==> config.mk <==
export PLATFORM = sky130hd
export DESIGN_NAME = seq_bit_serializer
export DESIGN_NICKNAME = d
export VERILOG_FILES = /design/src/rtl/seq_bit_serializer.sv
export SDC_FILE = /design/constraint.sdc
export NUM_CORES = 1
export LEC_CHECK = 0
export BUFFER_PORTS_ARGS = -buffer_cell sky130_fd_sc_hd__buf_2
export CORE_ASPECT_RATIO = 0.7
export CORE_MARGIN = 5
export CORE_UTILIZATION = 50
export CTS_CLUSTER_DIAMETER = 150
export DETAILED_ROUTE_END_ITERATION = 12
export HOLD_SLACK_MARGIN = 0.02
export PLACE_DENSITY = 0.83
export RECOVER_POWER = 50
export SLEW_MARGIN = 15
export SYNTH_ARGS = -nofsm -noshare
export SYNTH_HDL_FRONTEND = slang
export SYNTH_SLANG_ARGS = --single-unit
==> constraint.sdc <==
create_clock -name clk -period 1.8 [get_ports clk]
set_input_delay 0.36 -clock clk [delete_from_list [all_inputs] [get_ports clk]]
set_output_delay 0.36 -clock clk [all_outputs]
set_load 0.005 [all_outputs]
==> src/rtl/seq_bit_serializer.sv <==
// -----------------------------------------------------------------------------
// seq_bit_serializer
//   Parallel-in/serial-out feeder for the bit-serial sequence detectors.
//   WIDTH-bit words arrive over a valid/ready handshake. The block emits one bit
//   per clock on bit_out, and a one-word holding register lets back-to-back
//   words stream with no bubble between them.
//
// Handshake: a word transfers at a posedge where din_valid && din_ready. The
//   producer keeps din_valid high and din stable until that transfer happens.
//   din_ready is combinational (!reset && !buf_full), so it never depends on
//   din_valid.
//
// Ports
//   clk        in   1      clock, all state updates on posedge
//   reset      in   1      synchronous, active-high reset
//   din        in   WIDTH  parallel word to serialize
//   din_valid  in   1      din holds a valid word
//   din_ready  out  1      block can accept a word this cycle
//   bit_out    out  1      serial bit stream (0 while idle)
//   bit_valid  out  1      bit_out carries a word bit this cycle
//   word_done  out  1      bit_out is the last bit of the current word
//   busy       out  1      shifter or holding register holds data
// -----------------------------------------------------------------------------
module seq_bit_serializer #(
  parameter int WIDTH     = 8,
  parameter bit MSB_FIRST = 1'b1
) (
  input  logic             clk,
  input  logic             reset,
  input  logic [WIDTH-1:0] din,
  input  logic             din_valid,
  output logic             din_ready,
  output logic             bit_out,
  output logic             bit_valid,
  output logic             word_done,
  output logic             busy
);

  localparam int CW = (WIDTH > 1) ? $clog2(WIDTH) : 1;
  localparam logic [CW-1:0] LAST = CW'(WIDTH - 1);

  typedef enum logic {
    IDLE  = 1'b0,
    SHIFT = 1'b1
  } state_t;

  state_t           state;
  state_t           state_next;
  logic [CW-1:0]    cnt;
  logic [WIDTH-1:0] shreg;
  logic [WIDTH-1:0] hold_reg;
  logic             buf_full;

  logic             xfer;
  logic             last;
  logic             head;
  logic [WIDTH-1:0] shreg_shifted;

  assign din_ready = !reset && !buf_full;
  assign xfer      = din_valid && din_ready;
  assign last      = (state == SHIFT) && (cnt == LAST);

  // The head bit is always the one on the wire; shifting moves the next bit
  // toward the head and backfills with zero.
  assign head          = MSB_FIRST ? shreg[WIDTH-1] : shreg[0];
  assign shreg_shifted = MSB_FIRST ? {shreg[WIDTH-2:0], 1'b0}
                                   : {1'b0, shreg[WIDTH-1:1]};

  // ---------------------------------------------------------------------------
  // FSM state register
  // ---------------------------------------------------------------------------
  always_ff @(posedge clk) begin
    if (reset) begin
      state <= IDLE;
    end else begin
      state <= state_next;
    end
  end

  // ---------------------------------------------------------------------------
  // FSM next-state logic
  // ---------------------------------------------------------------------------
  always_comb begin
    state_next = state;
    case (state)
      IDLE: begin
        if (xfer) state_next = SHIFT;
      end
      SHIFT: begin
        // A word ends: stay in SHIFT when another word is ready (buffered or
        // bypassed straight from din), otherwise drop back to IDLE.
        if (last && !buf_full && !xfer) state_next = IDLE;
      end
      default: state_next = IDLE;
    endcase
  end

  // ---------------------------------------------------------------------------
  // Datapath: shift register, bit counter, holding register
  // ---------------------------------------------------------------------------
  always_ff @(posedge clk) begin
    if (reset) begin
      cnt      <= '0;
      shreg    <= '0;
      hold_reg <= '0;
      buf_full <= 1'b0;
    end else begin
      case (state)
        IDLE: begin
          if (xfer) begin
            shreg <= din;
            cnt   <= '0;
          end
        end
        SHIFT: begin
          if (!last) begin
            shreg <= shreg_shifted;
            cnt   <= cnt + 1'b1;
            if (xfer) begin
              hold_reg <= din;
              buf_full <= 1'b1;
            end
          end else begin
            cnt <= '0;
            if (buf_full) begin
              // din_ready is low here, so no transfer competes with the reload.
              shreg    <= hold_reg;
              buf_full <= 1'b0;
            end else if (xfer) begin
              // Empty buffer on the last bit: load the new word directly.
              shreg <= din;
            end
          end
        end
        default: begin
          cnt <= '0;
        end
      endcase
    end
  end

  // ---------------------------------------------------------------------------
  // Outputs
  // ---------------------------------------------------------------------------
  assign bit_valid = (state == SHIFT);
  assign bit_out   = bit_valid && head;
  assign word_done = last;
  assign busy      = (state == SHIFT) || buf_full;

endmodule

* After elaboration in Yosys (flattened, before gate mapping)
Cells that the tools add are included.
Operators by class: add/subtract/negate cells 1, $mul 0, div/mod/pow operators 0, magnitude comparators 0, equality and inequality tests 2, shifts and indexed selects 0, muxes and demuxes 12, bitwise logic cells 2, reduce and logical (&&, ||, !) cells 13
Operator list (number):
- $mux W8 | 3
- $pmux W8 S2 | 1
- $logic_and A1 B1 Y1 | 6
- $mux W3 | 2
- $pmux W3 S2 | 1
- $mux W1 | 4
- $add A3 B1 Y3 const B | 1
- $eq A3 B3 Y1 const B | 1
- $logic_not A1 Y1 | 3
- $reduce_and A3 Y1 | 1
- $ne A2 B2 Y1 const B | 1
- $not A1 Y1 | 2
- $pmux W1 S2 | 1
- $reduce_and A2 Y1 | 1
- $reduce_bool A2 Y1 | 1
- $logic_or A1 B1 Y1 | 1
Storage, ports and cells: flip-flop bits (word level) 21, latch bits 0, memory bits (writable) 0, memory bits (read-only) 0, input bits 11, output and inout bits 5, logic and storage cells 35, memories kept 0

* Depth between registers and ports, before layout
Gate-level depths: netlist of run 1.
depth after elaboration 7, mapped depth 6, depth with buffers taken out 5

* Least setup slack after synthesis of run 1
Ideal clock, no wire load.
path kind register -> register, from register cnt[0], to register hold_reg[0], arrival time 1.486 ns, required time 1.679 ns, slack 0.193 ns, cell stages (with the launch flop) 6, clock period less this slack 1.607 ns, path through dfxtp_1 > ha_1 > ha_1 > or3_1 > buf_6 > mux2_4
Between the ends: longest elaborated chain between the ends 4
RTL lines:
- from (decl) | RTL line 49 | logic [CW-1:0] cnt;
- from (signal assigned) | RTL line 118 | cnt <= cnt + 1'b1;
- $eq A3 B3 Y1 | RTL line 61 | assign last = (state == SHIFT) && (cnt == LAST);
- $logic_and A1 B1 Y1 | RTL line 61
- $not A1 Y1 (no source line)
- $reduce_and A3 Y1 (no source line)
- to (signal assigned) | RTL line 120 | hold_reg <= din;
- to (decl) | RTL line 51 | logic [WIDTH-1:0] hold_reg;
No other way between the ends. A chain may end at the register's enable or synchronous reset.

* Worst setup path in the final report of run 1
from register cnt[1], to output word_done
Between the ends: longest elaborated chain between the ends 2
RTL lines:
- $eq A3 B3 Y1 | RTL line 61
- $logic_and A1 B1 Y1 | RTL line 61
- to (decl) | RTL line 35 | output logic word_done,
No other way between the ends.

==> results of run 1 <==
[critical path, cell delays in order (launching register included)]
cell and delay (ns):
dfxtp_1 0.36, ha_2 0.20, ha_4 0.14, buf_6 0.13, and2_4 0.15, buf_2 0.11
[cell type report]
class	instances	share of cell area [%]
clock buffer	4	2.23
multi-input combinational	72	48.8
tap	22	2.34
timing repair buffer	21	10.5
inverter	1	0.319
sequential	21	35.8
[final timing paths]
check,to,slack [ns],startpoint
worst max-delay path,word_done,0.05,cnt[1]
worst min-delay path,hold_reg[7],0.29,din[7]
worst max register to register,hold_reg[5],0.19,cnt[1]
worst min register to register,cnt[1],0.51,cnt[1]
[kinds of logic (layout without fill, tap and decap cells)]
family          count (synthesis)  count (layout)  synth area share, %
buf+inv                         8              26                 4.66
compound gates                 21              21                 11.4
fa+ha+maj                       2               2                 2.45
flops                          21              21                 41.2
mux                            16              16                 19.6
simple gates                   33              33                 20.6
[routing by layer]
metal  GRT usage (%)  up-vias
met3            5.16        2
li1                -      394
met2            23.0       20
met1            21.7      379
met4            3.73        0
met5               0        -
[placed cells by master (no fill, tap or decap), drive strengths merged, types with 3 or more instances in the layout]
cell    Yosys  layout
a21oi      12      12
and2b       4       4
and3        7       7
buf         4      21
clkbuf      3       4
dfxtp      21      21
mux2        8       8
mux2i       8       8
nand2       3       3
nand2b      4       4
nand3b      3       3
nor2b       5       5
o22ai       7       7
[report_power, final]
part           total (mW)  switching [mW]  internal [mW]
Clock               0.225           0.139         0.0864
Combinational       0.142          0.0682         0.0736
Sequential          0.505          0.0134          0.492
[repair_timing]
item,CTS,global route
setup buffers,1,0
gates resized for setup,2,6
setup endpoints to repair,9,9
[stage by stage]
step / TNS (ns) / util, % / hold slack [ns]
final: 0 / 61.9 / 0.288
after global routing: -0.0185 / 61.9 / 0.283
after CTS: -0.0198 / 60.6 / 0.281
after detailed placement: -0.00884 / 58.6 / 0.481
after global placement: 0 / 58.6 / 0.481
after floorplan: 0 / - / 0.467
==> summary.md, run 1 <==
| Metric | Value |
|---|---|
| Tot Pwr | 872 µW |
| Final hold viol count | 0 |
| WL/cell | 15.9 µm |
| Mapped Cells | about 100 |
| CTS tree | built |
| Worst slew pin tran | 0.292 ns |
| WS Path Type | flop to output port |
| # Max-Cap Violations | 0 |
| Startpoint Class | flop |
| LEAKAGE | 0.568 nW |
| Outcome | completed |
| Filler Cells Inserted | 171 |
| Post-DP Area | approximately 1100 µm² |
| Non-Filler Instances | about 140 |
| Synth Register Bits | 21 |
| Final Skew | 0.0106 ns |
| Max Used Layer | met4 |
| H-tree depth | 1 |
| Worst Hold Class | primary input to flop |
| Yosys cell types | 25 |
| Fmax | 573 MHz |
| Yosys top cell area share | between 40% and 50% |
| Hold Path Cell Cnt | 2 |
| Async set-or-reset flop fraction in the synthesized netlist | 0% |
| Type of destination of the critical path | output port |
| Required time worst endpoint | 1.44 ns |
| Number of max-slew violations in the final report | 0 |
| Post-Syn Area | 1020 µm² |
| Commonest cells post-synth | 21 x dfxtp_1, 12 x a21oi_1, 8 x mux2_4, 8 x mux2i_1 |
| Nets | 133 |
| Post-Place Setup Slack | -0.00626 ns |
| Register area share after synthesis | around two fifths |
| Die W | 64.0 µm |
| Clock latency on the worst-skew pair | 0.30 ns |
| Footprint of the multi-input gates | about 570 µm² |
| Routed wl met2 | a little under 1 mm |
| Vias in the first global route | 703 |
| Total Routed Length | 2.25 mm |
| Tmin final | about 1.7 ns |
| Tcrit/Tclk final | a little over nine tenths |
| N_diodes | 0 |
| Layout cells sized above 1 | 32.8% |
| Largest net degree at the start of global routing | 16 |
| Post-route setup slack | 0.0546 ns |
| Number of vias per cell | 5.64 |
| CP Max Fanout | 11 |
| Wire length on met3 | 144 µm |
| Row cnt | 13 |
| Die area | 3060 µm² |
| Syn. warnings | 0 |
| CTS Buf Count | 3 |
| DR iter-0 viols | 36 |
| Post-CTS Hold Buffers | 0 |
| Clk root buf | clkbuf_4 |
| Power Density | around 740 nW/µm² |
| Area occupied by registers | 422 µm² |
| Post-synth net total | between 100 and 150 |
| Die Span Y | 47.8 µm |
| Area leader, netlist | dfxtp_1 |
| Max-slew headroom | 80.5% |
| DRC | 0 |
| Port Buffers | 15 |
| Core box area | 1900 µm² |
| Synth Flop Type | dfxtp_1 |
| Mean Syn Cell Area | 10.1 µm² |
| Crit path DAT | 1.39 ns |
| Initial Util | 53.6% |
| All-Layer GR Usage | about 15% |
| Area Overhead vs Synth | 15.5% |
| Peak supply drop | a little over 0.0005 V |
| First-pass GRT wire length | 3.51 mm |
| Hpwl dp | 1.54 mm |
| Reg2Reg Depth | 4 |
| 1st-pass router iterations | 4 |
| Gp weighted congestion | 0.725 |
| GRT overflow | 0 |
| Antenna Nets Post-Route | 0 |
| WL met1 | around 1.1 mm |
| Final instance area | 1180 µm² |
| Final setup viols | 0 |
| Number of synthesized flops with an enable pin | 0 |
| Cells after DPL | roughly 140 |
| Number of clock sinks | 21 |
| Ports | 16 |
| Top post-synthesis cells by area | dfxtp_1 41%, mux2_4 12%, mux2i_1 7.9%, a21oi_1 5.9%, and3_1 4.3% |
| Antenna violations before repair | 0 |
| Clk slew on worst S/H paths | roughly 0.12 ns |
| Clk buf depth | 2 |
| Via count | 795 |
| Top-count cell post-synth | dfxtp_1 |
Power figures use the tool's default switching activity.
==> run 2: changes to the inputs <==
--- a/config.mk
+++ b/config.mk
@@ -11,6 +11,7 @@
 export CORE_UTILIZATION = 50
 export CTS_CLUSTER_DIAMETER = 150
 export DETAILED_ROUTE_END_ITERATION = 12
+export GPL_TIMING_DRIVEN = 0
 export HOLD_SLACK_MARGIN = 0.02
 export PLACE_DENSITY = 0.83
 export RECOVER_POWER = 50
==> run 2 against run 1 <==
  * Flip-flop and latch count did not move
  * Largest power group unchanged
  * Hold slack lost 0.0036 ns
  * Utilization up 1.2 points
==> summary.md, run 2 (synthesis gave the netlist of run 1 again) <==
| Metric | Value |
|---|---|
| Clk slew on worst S/H paths | 0.12 ns |
| Fraction of power consumed by the clock network | 26.3% |
| Type of destination of the critical path | output port |
| All-Layer GR Usage | 15.9% |
| Crit path max-delay family | flip-flops |
| Largest net degree at the start of global routing | 12 |
| Max-slew headroom | between 50% and 60% |
| Antenna Nets Post-Route | 0 |
| Port Buffers | 15 |
| Die W | approximately 64 µm |
| Int Pwr | ~650 µW |
| DRC | 0 |
| Final Skew | 0.0120 ns |
| Sum Neg Setup Slack | 0 ns |
| Outcome | completed |
| WL/cell | 15.5 µm |
| Number of max-slew violations in the final report | 0 |
| Area Overhead vs Synth | 17.7% |
| Unrepaired setup endpoints after global routing | false |
| N_diodes | 0 |
| Antenna violations before repair | 0 |
| Row cnt | 13 |
| Vias in the first global route | 826 |
| CP Launch Point | cnt[1] |
| Switching share of total power | 25.6% |
| Worst Hold Class | primary input to flop |
| Die area | 3060 µm² |
| CP cell instances | ha_4 > ha_4 > clkbuf_8 > and2_4 > buf_2 |
| Slowest CP cell | dfxtp_2 |
| Tot Pwr | 875 µW |
| # Max-Cap Violations | 0 |
| Initial Util | 53.6% |
| Gate power share | about 16% |
| Nets | 136 |
| Number of clock sinks | 21 |
| Tmin final | 1.73 ns |
| H-tree depth | 1 |
| Commonest non-fill, non-tap cells in the layout | 19 x dfxtp_1, 15 x buf_2, 12 x a21oi_1 |
| Die Span Y | between 40 and 50 µm |
| Worst hold start | din[0] |
| 1st-pass router iterations | 4 |
| Max incr delay on CP | 0.36 ns |
| Final setup viols | 0 |
| Power Density | 729 nW/µm² |
| DR iter-0 viols | 15 |
| Most frequent CP cell | ha_4 |
| Flop pwr share | 58.1% |
| Number of vias per cell | 5.63 |
| Total Routed Length | 2.23 mm |
| Gp weighted congestion | 0.806 |
| Startpoint Class | flop |
| Worst slew pin tran | about 0.65 ns |
| First-pass GRT wire length | 3.66 mm |
| Final hold viol count | 0 |
| Ports | 16 |
| Post-CTS Hold Buffers | 0 |
| Sw Pwr | 224 µW |
| CP Max Fanout | 3 |
| CTS Buf Count | 3 |
| Clk buf depth | 2 |
| Required time worst endpoint | between 1 and 1.5 ns |
| Via count | 811 |
| Clock latency on the worst-skew pair | 0.31 ns |
| Crit path DAT | roughly 1.4 ns |
| LEAKAGE | ~0.57 nW |
| Worst path buffer plus inverter count | 2 |
| Tcrit/Tclk final | ~96% |
| Core box area | 1900 µm² |
| Clk root buf | clkbuf_4 |
| CTS tree | built |
| WS Path Type | flop to output port |
| Worst reg2reg path startpoint | cnt[1] |
| Peak supply drop | 0.000535 V |
| Fmax | between 500 and 600 MHz |
| Layout cells sized above 1 | 32.0% |
| GRT overflow | 0 |
| Most common cell after layout, fill and taps aside | dfxtp_1 |
| Hpwl dp | 1.55 mm |
run 2: final cells by class:
type	instances	area [µm²]
flip-flops and latches	21	423
repair buffers	17	86.3
fillers	183	703
multi-input cells	72	579
well taps	22	27.5
plain buffers	7	53.8
inverters	1	3.75
clock buffers	4	26.3
run 2: power by group through the flow:
stage	sequential (mW)	clock (mW)	combinational (mW)
2_1_floorplan	0.513	0	0.0944
3_3_place_gp	0.515	0	0.129
3_5_place_dp	0.517	0	0.134
4_1_cts	0.507	0.238	0.138
5_1_grt	0.512	0.254	0.150
6_report	0.508	0.230	0.137
run 2: repair_timing:
item,4_1_cts,5_1_grt
gates resized for setup,7,5
setup endpoints to repair,1,1
setup buffers,2,0
run 2: final timing paths:
kind	end	slack, ns	depth (start not counted)
min	hold_reg[0]	0.28	2
max	word_done	0.07	5
max reg2reg	hold_reg[5]	0.18	5
min reg2reg	shreg[7]	0.52	2
run 2: routing by layer:
layer	vias up	part of all wire [%]	GRT usage, %
met5	-	0	0
met4	0	0.54	6.64
met3	2	5.9	6.10
met2	29	46	27.1
met1	380	48	18.6
li1	400	-	-
run 2: metrics by stage:
stage	util, %	hold slack (ns)	setup WS, ns	area (µm²)	cells
2_1_floorplan	-	0.467	0.193	1020	101
3_3_place_gp	59.0	0.478	0.0836	1120	138
3_5_place_dp	59.0	0.499	0.0654	1120	138
5_1_grt	63.1	0.275	0.0191	1200	144
4_1_cts	62.1	0.277	0.00327	1180	144
6_report	63.1	0.285	0.0657	1200	144
==> run 3: changes to the inputs <==
--- a/config.mk
+++ b/config.mk
@@ -13,9 +13,8 @@
 export DETAILED_ROUTE_END_ITERATION = 12
 export GPL_TIMING_DRIVEN = 0
 export HOLD_SLACK_MARGIN = 0.02
-export PLACE_DENSITY = 0.83
+export PLACE_DENSITY_LB_ADDON = 0.3
 export RECOVER_POWER = 50
-export SLEW_MARGIN = 15
 export SYNTH_ARGS = -nofsm -noshare
 export SYNTH_HDL_FRONTEND = slang
 export SYNTH_SLANG_ARGS = --single-unit
==> run 3 against run 2 <==
  * Sequential power is essentially flat
  * Routed wire length fell by 4.2%
  * Largest cell class unchanged
  * Cell count stayed put
  * Largest power group unchanged
  * Global-route usage decreased by 0.72 points
  * Critical path type unchanged
  * Setup slack gained 0.010 ns
  * First-iteration DRC count is 93% higher
==> summary.md, run 3 (synthesis gave the netlist of run 1 again) <==
| Metric | Value |
|---|---|
| Wire length on met3 | between 150 and 200 µm |
| Number of vias per cell | 5.51 |
| Largest net degree at the start of global routing | 13 |
| Routed wl met2 | 990 µm |
| H-tree depth | 1 |
| Commonest non-fill, non-tap cells in the layout | 19 x dfxtp_1, 15 x buf_2, 12 x a21oi_1 |
| Required time worst endpoint | 1.44 ns |
| First-pass GRT wire length | 3.47 mm |
| Core box area | 1900 µm² |
| GRT overflow | 0 |
| Reg2Reg Depth | 5 |
| DR iter-0 viols | 29 |
| Unrepaired setup endpoints after global routing | false |
| CTS tree | built |
| Startpoint Class | flop |
| Row cnt | 13 |
| Hold Path Cell Cnt | 2 |
| Initial Util | 53.6% |
| Footprint of the multi-input gates | 579 µm² |
| Die Span Y | 47.8 µm |
| Ports | 16 |
| Nets | 136 |
| Clk slew on worst S/H paths | 0.12 ns |
| Hpwl dp | 1.47 mm |
| Crit path DAT | 1.36 ns |
| Power Density | ~730 nW/µm² |
| # Max-Cap Violations | 0 |
| Tmin final | 1.72 ns |
| Type of destination of the critical path | output port |
| Worst Hold Class | primary input to flop |
| Peak supply drop | 0.000538 V |
| Outcome | completed |
| N_diodes | 0 |
| Number of max-slew violations in the final report | 0 |
| Vias in the first global route | 757 |
| Tot Pwr | 874 µW |
| Area Overhead vs Synth | 18.0% |
| Number of clock sinks | 21 |
| Final setup viols | 0 |
| CTS Buf Count | 3 |
| Die area | 3060 µm² |
| WL met1 | 970 µm |
| Clk root buf | clkbuf_4 |
| All-Layer GR Usage | 15.2% |
| Max-slew headroom | 60.8% |
| Via count | slightly below 800 |
| Fmax | 580 MHz |
| WS Path Type | flop to output port |
| Layout cells sized above 1 | 32.8% |
| Gp weighted congestion | 0.718 |
| Final hold viol count | 0 |
| 1st-pass router iterations | 4 |
| Total Routed Length | 2.14 mm |
| WL/cell | roughly 15 µm |
| Antenna Nets Post-Route | 0 |
| Max Used Layer | met4 |
| DRC | 0 |
| Area occupied by registers | around 420 µm² |
| CP Max Fanout | 3 |
| Most common cell after layout, fill and taps aside | dfxtp_1 |
| Port Buffers | 15 |
| Worst slew pin tran | 0.588 ns |
| Die W | 64.0 µm |
| Sum Neg Setup Slack | 0 ns |
| Clock latency on the worst-skew pair | 0.31 ns |
| LEAKAGE | 0.576 nW |
| Clk buf depth | 2 |
| Antenna violations before repair | 0 |
| Tcrit/Tclk final | 95.8% |
| Filler Cells Inserted | 160 |
| Final Skew | between 0.002 and 0.003 ns |
==> run 3: cell count changes in the layout (fill, tap and decap cells not counted) <==
cell	previous run	this run
clkbuf_1	4	3
clkinv_2	0	1
buf_4	1	2
clkbuf_2	2	1
==> run 3: final cells by class <==
type | count | share of cell area, %
Multi-Input combinational cell | 72 | 48.1
Clock inverter | 1 | 0.416
Clock buffer | 3 | 1.87
Inverter | 1 | 0.312
Tap cell | 22 | 2.29
Timing Repair Buffer | 17 | 7.38
Sequential cell | 21 | 35.1
Buffer | 7 | 4.47
==> run 3: path summary, 6_finish.rpt <==
check,startpoint,to,slack [ns]
min reg2reg,cnt[1],cnt[1],0.53
max reg2reg,cnt[0],hold_reg[6],0.19
max,cnt[0],word_done,0.08
min,din[4],hold_reg[4],0.29
==> run 3: worst max-delay path, stage by stage, from the launching register on <==
cell and delay (ns):
dfxtp_2 0.36, ha_4 0.16, ha_4 0.16, clkbuf_8 0.12, and2_4 0.14, buf_2 0.12
==> run 3: timing repair <==
item,CTS,global route
hold endpoints to repair,0,0
hold buffers,0,0
gates resized for setup,6,6
cloned,0,0
buffers inserted,2,0
setup endpoints to repair,1,1
==> run 3: metal layers <==
layer / GRT usage (%) / up-vias
met1: 19.1 / 369
met4: 4.98 / 0
met2: 24.6 / 23
met3: 5.87 / 4
met5: 0 / -
li1: - / 397
==> run 3: where the power goes <==
group | internal (mW) | switching (mW) | total (mW)
sequential | 0.492 | 0.0157 | 0.508
combinational | 0.0719 | 0.0633 | 0.135
clock | 0.0831 | 0.148 | 0.231
total | 0.647 | 0.227 | 0.874
==> run 3: stage by stage <==
step / hold slack [ns] / instance area, µm² / utilization (%) / instances / worst slack, ns
after floorplan: 0.467 / 1020 / - / 101 / 0.193
after global placement: 0.478 / 1120 / 59.0 / 138 / 0.0488
after detailed placement: 0.486 / 1120 / 59.0 / 138 / 0.0786
after CTS: 0.276 / 1180 / 62.1 / 144 / 0.0143
after global routing: 0.275 / 1200 / 63.2 / 144 / 0.00963
final: 0.285 / 1200 / 63.2 / 144 / 0.0757
